[src/rtl/pipeline_stage_buffer.sv]
// Elastic buffer between adjacent pipeline stages: payload and control sideband
// share one circular buffer entry, with valid/ready handshakes and a squash flush.

module pipeline_stage_buffer #(
    parameter int DATA_WIDTH = 32,
    parameter int CTRL_WIDTH = 16,
    parameter int DEPTH      = 2,
    parameter int CNT_WIDTH  = $clog2(DEPTH + 1)
) (
    input  logic                  clk,
    input  logic                  rst,
    input  logic                  flush_i,
    input  logic [CTRL_WIDTH-1:0] ctrl_data_i,
    output logic [CTRL_WIDTH-1:0] ctrl_data_o,
    input  logic                  axis_s_data_tvalid,
    output logic                  axis_s_data_tready,
    input  logic [DATA_WIDTH-1:0] axis_s_data_tdata,
    output logic                  axis_m_data_tvalid,
    input  logic                  axis_m_data_tready,
    output logic [DATA_WIDTH-1:0] axis_m_data_tdata,
    output logic [CNT_WIDTH-1:0]  count_o
);

    localparam int ENTRY_WIDTH = DATA_WIDTH + CTRL_WIDTH;
    localparam int PTR_WIDTH   = (DEPTH > 1) ? $clog2(DEPTH) : 1;

    // Circular increment that also works for depths that are not a power of two.
    function automatic logic [PTR_WIDTH-1:0] ptr_next(input logic [PTR_WIDTH-1:0] ptr);
        if (ptr == PTR_WIDTH'(DEPTH - 1)) begin
            return {PTR_WIDTH{1'b0}};
        end else begin
            return ptr + PTR_WIDTH'(1);
        end
    endfunction

    logic [ENTRY_WIDTH-1:0] mem_r [DEPTH];
    logic [PTR_WIDTH-1:0]   wr_ptr_r;
    logic [PTR_WIDTH-1:0]   rd_ptr_r;
    logic [CNT_WIDTH-1:0]   count_r;

    logic [PTR_WIDTH-1:0]   wr_ptr_nxt_s;
    logic [PTR_WIDTH-1:0]   rd_ptr_nxt_s;
    logic [CNT_WIDTH-1:0]   count_nxt_s;
    logic                   s_ready_s;
    logic                   m_valid_s;
    logic                   push_s;
    logic                   pop_s;
    logic [ENTRY_WIDTH-1:0] head_s;

    // Handshake qualifiers; ready never looks at the downstream ready.
    always_comb begin
        s_ready_s = (count_r != CNT_WIDTH'(DEPTH)) & ~flush_i;
        m_valid_s = (count_r != {CNT_WIDTH{1'b0}}) & ~flush_i;
        push_s    = axis_s_data_tvalid & s_ready_s;
        pop_s     = m_valid_s & axis_m_data_tready;
    end

    // Next pointer and occupancy; flush discards any concurrent transfer.
    always_comb begin
        wr_ptr_nxt_s = wr_ptr_r;
        rd_ptr_nxt_s = rd_ptr_r;
        count_nxt_s  = count_r;
        if (flush_i) begin
            wr_ptr_nxt_s = {PTR_WIDTH{1'b0}};
            rd_ptr_nxt_s = {PTR_WIDTH{1'b0}};
            count_nxt_s  = {CNT_WIDTH{1'b0}};
        end else begin
            if (push_s) begin
                wr_ptr_nxt_s = ptr_next(wr_ptr_r);
            end else begin
                wr_ptr_nxt_s = wr_ptr_r;
            end
            if (pop_s) begin
                rd_ptr_nxt_s = ptr_next(rd_ptr_r);
            end else begin
                rd_ptr_nxt_s = rd_ptr_r;
            end
            case ({push_s, pop_s})
                2'b10:   count_nxt_s = count_r + CNT_WIDTH'(1);
                2'b01:   count_nxt_s = count_r - CNT_WIDTH'(1);
                default: count_nxt_s = count_r;
            endcase
        end
    end

    // Control state register; reset outranks flush.
    always_ff @(posedge clk) begin
        if (!rst) begin
            wr_ptr_r <= {PTR_WIDTH{1'b0}};
            rd_ptr_r <= {PTR_WIDTH{1'b0}};
            count_r  <= {CNT_WIDTH{1'b0}};
        end else begin
            wr_ptr_r <= wr_ptr_nxt_s;
            rd_ptr_r <= rd_ptr_nxt_s;
            count_r  <= count_nxt_s;
        end
    end

    // Entry storage is deliberately left unreset; contents matter only while valid.
    always_ff @(posedge clk) begin
        if (push_s) begin
            mem_r[wr_ptr_r] <= {ctrl_data_i, axis_s_data_tdata};
        end
    end

    // Head-of-queue read and output mapping.
    always_comb begin
        head_s             = mem_r[rd_ptr_r];
        axis_m_data_tdata  = head_s[DATA_WIDTH-1:0];
        ctrl_data_o        = head_s[ENTRY_WIDTH-1:DATA_WIDTH];
        axis_s_data_tready = s_ready_s;
        axis_m_data_tvalid = m_valid_s;
        count_o            = count_r;
    end

    pipeline_stage_buffer_chk #(
        .DEPTH     (DEPTH),
        .CNT_WIDTH (CNT_WIDTH)
    ) u_chk (
        .clk   (clk),
        .rst   (rst),
        .count (count_r),
        .push  (push_s),
        .pop   (pop_s)
    );

endmodule

// Occupancy and handshake invariants for the stage buffer.
module pipeline_stage_buffer_chk #(
    parameter int DEPTH     = 2,
    parameter int CNT_WIDTH = $clog2(DEPTH + 1)
) (
    input logic                 clk,
    input logic                 rst,
    input logic [CNT_WIDTH-1:0] count,
    input logic                 push,
    input logic                 pop
);

    a_count_bound: assert property (@(posedge clk) disable iff (!rst)
        count <= CNT_WIDTH'(DEPTH));

    a_no_pop_empty: assert property (@(posedge clk) disable iff (!rst)
        pop |-> (count != {CNT_WIDTH{1'b0}}));

    a_no_push_full: assert property (@(posedge clk) disable iff (!rst)
        push |-> (count != CNT_WIDTH'(DEPTH)));

endmodule

[config.mk]
export PLATFORM = sky130hd
export DESIGN_NAME = pipeline_stage_buffer
export DESIGN_NICKNAME = d
export VERILOG_FILES = /design/src/rtl/pipeline_stage_buffer.sv
export SDC_FILE = /design/constraint.sdc
export NUM_CORES = 1
export LEC_CHECK = 0
export BUFFER_PORTS_ARGS = -buffer_cell sky130_fd_sc_hd__buf_4
export CAP_MARGIN = 10
export CORE_AREA = 5 5 96 98
export CTS_BUF_LIST = sky130_fd_sc_hd__clkbuf_8
export CTS_CLUSTER_SIZE = 14
export DETAILED_ROUTE_END_ITERATION = 7
export DIE_AREA = 0 0 101 103
export PLACE_DENSITY = 0.79
export SYNTH_ARGS = -nofsm -noshare
export SYNTH_HDL_FRONTEND = slang
export SYNTH_SLANG_ARGS = --single-unit
[constraint.sdc]
create_clock -name clk -period 4.4 [get_ports clk]
set_input_delay 0 -clock clk [delete_from_list [all_inputs] [get_ports clk]]
set_output_delay 0 -clock clk [all_outputs]
set_load 0.02 [all_outputs]
Word-level counts from Yosys, hierarchy flattened
Memory sizes are Yosys's and may differ from the RTL's. A register that Yosys moved wholly into a read port is not among the register bits.
Index checks and enable logic that the tools add are counted.

cells by class
  magnitude comparators = 0
  equality and inequality tests = 3
  shift operators = 0
  reduce and logical (&&, ||, !) cells = 3
  multiply operators = 0
  add/sub/neg operators = 4
  multiplexer cells = 7
  div/mod/pow operators = 0
  bitwise logic cells = 6

operators by type and width
  operator                                                             number
  1-bit two-way mux                                                    6
  1-bit bitwise AND                                                    4
  2-bit case mux with 2 select lines                                   1
  2-bit nonzero test                                                   2
  1-bit adder (second input constant)                                  2
  2-bit by 1-bit adder with 2-bit output (second input constant)       1
  2-bit by 1-bit == test with 1-bit output (second input constant)     1
  2-bit == test (second input constant)                                1
  2-bit inequality test (second input constant)                        1
  1-bit NOT                                                            2
  2-bit OR reduction                                                   1
  2-bit by 1-bit subtractor with 2-bit output (second input constant)  1

word-level totals
  output and inout bits = 52
  logic and storage cells = 27
  bits in latches = 0
  bits of input ports = 53
  register bits = 4
  memory bits (read-only) = 0
  memory bits (writable) = 96
  memories = 1

memories
  memory  words  width  read ports  clocked after memory_dff  wr ports  line  RTL
  mem_r   2      48     1           1                         1         36    logic [ENTRY_WIDTH-1:0] mem_r [DEPTH];

Logic depth before layout (Yosys ltp)
  depth in word-level cells = 5
  depth in mapped cells = 7
  depth with buffers taken out = 7

Least setup slack after synthesis
OpenSTA, ideal clock, no wires.

  path kind = register to register
  from = register count_r[0] (netlist: count_o[0])
  to = memory mem_r[0][0] in the netlist's numbering, enable pin
  slack = 0.951 ns
  arrival time = 2.995 ns
  setup time = 0.454 ns
  stages on the path, launching flop included = 4
  period minus slack after synthesis = 3.449 ns
  data required time = 3.946 ns
  path buffers = 0
  path through = dfxtp_1 -> nor2b_1 -> or3_1 -> nor2_1

between the ends
  longest elaborated chain between the ends = 5

ends and longest elaborated chain
  element                                  line  RTL
  start: declaration                       39    logic [CNT_WIDTH-1:0] count_r;
  start signal: assignment                 91    count_r <= {CNT_WIDTH{1'b0}};
  start signal: assignment                 95    count_r <= count_nxt_s;
  2-bit inequality test                    52    s_ready_s = (count_r != CNT_WIDTH'(DEPTH)) & ~flush_i;
  1-bit bitwise AND                        52
  1-bit bitwise AND                        54    push_s = axis_s_data_tvalid & s_ready_s;
  1-bit two-way mux                        101   if (push_s) begin
  1-bit two-way mux (implied by the code)  102   mem_r[wr_ptr_r] <= {ctrl_data_i, axis_s_data_tdata};
  end: declaration                         36

Every way passes these cells.

Final worst setup path
  from = register count_r[0] (netlist: count_o[0])
  to = memory mem_r[0][29] in the netlist's numbering, enable pin

The elaborated chain is that of the path after synthesis.

==> reports/results.tsv <==
metric	value	unit
hold_depth	4	
cts_sinks	101	
wl_per_cell	15.2	um
finalPower	1.81	mW
clk_path_buf_depth	2	
drtIter0Drc	101	
vias	2089	
gr-usage-all-layers	13.1	%
slew_headroom	23.8	%
finalHoldViolations	0	
clkSlewWorstSetupHoldPaths	0.09	ns
yosys_warnings	0	
crit-reg2reg-launch	count_o[0]	
hold_path.class	in2reg	
dpl.hpwl	4.11	mm
r2r-end	mem_r[0][29]	
worstPathArrival	2.27	ns
synth.distinct_cells	16	
io_buffers	104	
synth_fp_nets	232	
syn_to_final_growth	42.9	%
grt_pass1_wl	10.2	mm
clock.fmax	0.440	GHz
vias_per_cell	4.63	
post-place-cells	386	
cp.required	4.40	ns
grt_overflow	0	
fin_util	62.8	%
insertion_delay	0.34	ns
status	finished clean	
core	8380	um^2
final_cell_mix	buf_4, edfxtp_1, dlygate4sd3_1	
dieWidth	101	um
root_buffer	clkbuf_8	
start_util	44.0	%
clock_skew	0.00962	ns
worst_pin_slew	1.14	ns
cp_max_fo	29	
grt_max_degree	49	
diodes	0	
syn_area	3690	um^2
crit_chain	nor2b_1 > or3_1 > nor2_4 > buf_4	
syn_area_per_cell	20.7	um^2
finalWirelength	6.85	mm
critical_path_class	reg2reg	
max-cap-violations	0	
synth-seq-cells	101	
synth_seq_area_share	80.9	%
fin_crit	2.27	ns
power_density	344	nW/um^2
antenna_found_initial	0	
ff_latch_area	2980	um^2
worstHoldEndpoint	wr_ptr_r	
rsz0062_at_grt	false	
fillers	606	
layout.nets	392	
cp-start-kind	flip-flop	
hp-start	axis_s_data_tvalid	
first_pass_iters	4	
gp_congestion	0.740	
cts.repair.resized	0	
stdcell_count	451	
p_leak	1.95	nW
r2r_cells	4	
syn_inst	178	
layout_setup_ws	2.13	ns
tritoncts	built	
fin_setup_tns	0	ns
cts_max_level	3	
end_kind	flip-flop	
final_max_slew_viol_count	0	
die_h	103	um
finalSetupViolations	0	
route.detailed.drc	0	
cts_buffers	9	
die_area	10400	um^2
ios	105	
fin_crit_sh	51.6	%
final_common_cell	buf_4	
ant_nets	0	
pre_cts_slack	2.15	ns
ir_drop	0.000189	V
layout-drive-gt1-share	49.0	%
r2r_slack	2.13	ns
crit_path_top_delay_cell	nor2_4	
rows	34	
crit_path_max_incr_delay	0.49	ns
grt_pass1_vias	2150	
multi_input_area	683	um^2
## stage by stage
stage	cell area, um^2	hold WS (ns)
2_1_floorplan	3690	0.0844
3_3_place_gp	4590	0.185
3_5_place_dp	4590	0.187
4_1_cts	5270	0.00688
5_1_grt	5270	0.0468
6_report	5270	0.0303
## critical path, delay by kind of cell (launching register included)
| kind | cells | cell delay (ns) |
|---|---|---|
| flops | 1 | 0.45 |
| buf+inv | 1 | 0.46 |
| simple gates | 3 | 0.98 |
## where the power goes
| part | switching, mW | internal [mW] |
|---|---|---|
| combinational | 0.0812 | 0.105 |
| clock | 0.282 | 0.254 |
| sequential | 0.00873 | 1.08 |
## repair_timing
item | in CTS | in global routing
endpoints found under the hold margin | 100 | 0
endpoints found under the setup margin | 0 | 0
hold buffers | 49 | 0
setup buffers | 0 | 0
## metal layers
metal / up-vias / global-route usage, % / share of wire [%]
met5: - / 0 / 0
met4: 0 / 4.09 / 1.1
met3: 8 / 4.40 / 6.1
met2: 68 / 24.7 / 54
met1: 1007 / 13.9 / 39
li1: 1006 / - / -
## registers in the layout (all words and copies together) (netlist names), named ones only
signal,count
rd_ptr_r,1
count_o,2
wr_ptr_r,1
mem_r,96
## how the worst max path moves through the flow
stage / from / end / slack [ns] / cells past startpoint
4_1_cts: count_o[0] / mem_r[0][25] / 2.13 / 4
3_3_place_gp: count_o[0] / mem_r[0][24] / 2.20 / 4
3_5_place_dp: count_o[0] / mem_r[0][36] / 2.15 / 4
2_1_floorplan: count_o[0] / mem_r[0][0] / 0.95 / 3
6_report: count_o[0] / mem_r[0][29] / 2.13 / 4
5_1_grt: count_o[0] / mem_r[0][25] / 2.03 / 4
## cell families (layout without fill, tap and decap cells)
group | count (synthesis) | count (layout) | synth area share [%]
flip-flops | 101 | 101 | 80.9
multiplexers | 48 | 48 | 14.7
AND/OR/NAND/NOR | 14 | 14 | 1.90
buffers and inverters | 6 | 171 | 0.781
AO/OA/AOI/OAI | 5 | 5 | 0.679
XOR/XNOR | 3 | 3 | 0.713
adder cells (fa/ha/maj) | 1 | 1 | 0.339
## area by class of cell
cell class / count / area share [%]
multi-input combinational: 71 / 13.0
tap: 108 / 2.57
inverter: 1 / 0.0713
clock inverter: 7 / 1.09
timing repair buffer: 154 / 24.3
clock buffer: 9 / 2.35
sequential: 101 / 56.7
## Yosys cell counts (all sizes together)
| master | instances | area share, % |
|---|---|---|
| buf | 5 | 0.68 |
| nor2b | 1 | 0.17 |
| and3 | 1 | 0.17 |
| edfxtp | 96 | 78 |
| a21oi | 2 | 0.27 |
| nand2b | 1 | 0.17 |
| dfxtp | 5 | 2.7 |
| nor2 | 7 | 0.71 |
| or3 | 3 | 0.51 |
| xnor2 | 1 | 0.24 |
| and2 | 1 | 0.17 |
| inv | 1 | 0.10 |
| xor2 | 2 | 0.48 |
| ha | 1 | 0.34 |
| o21ai | 3 | 0.41 |
| mux2 | 48 | 15 |
No activity file was read; power rests on OpenSTA's default activity.
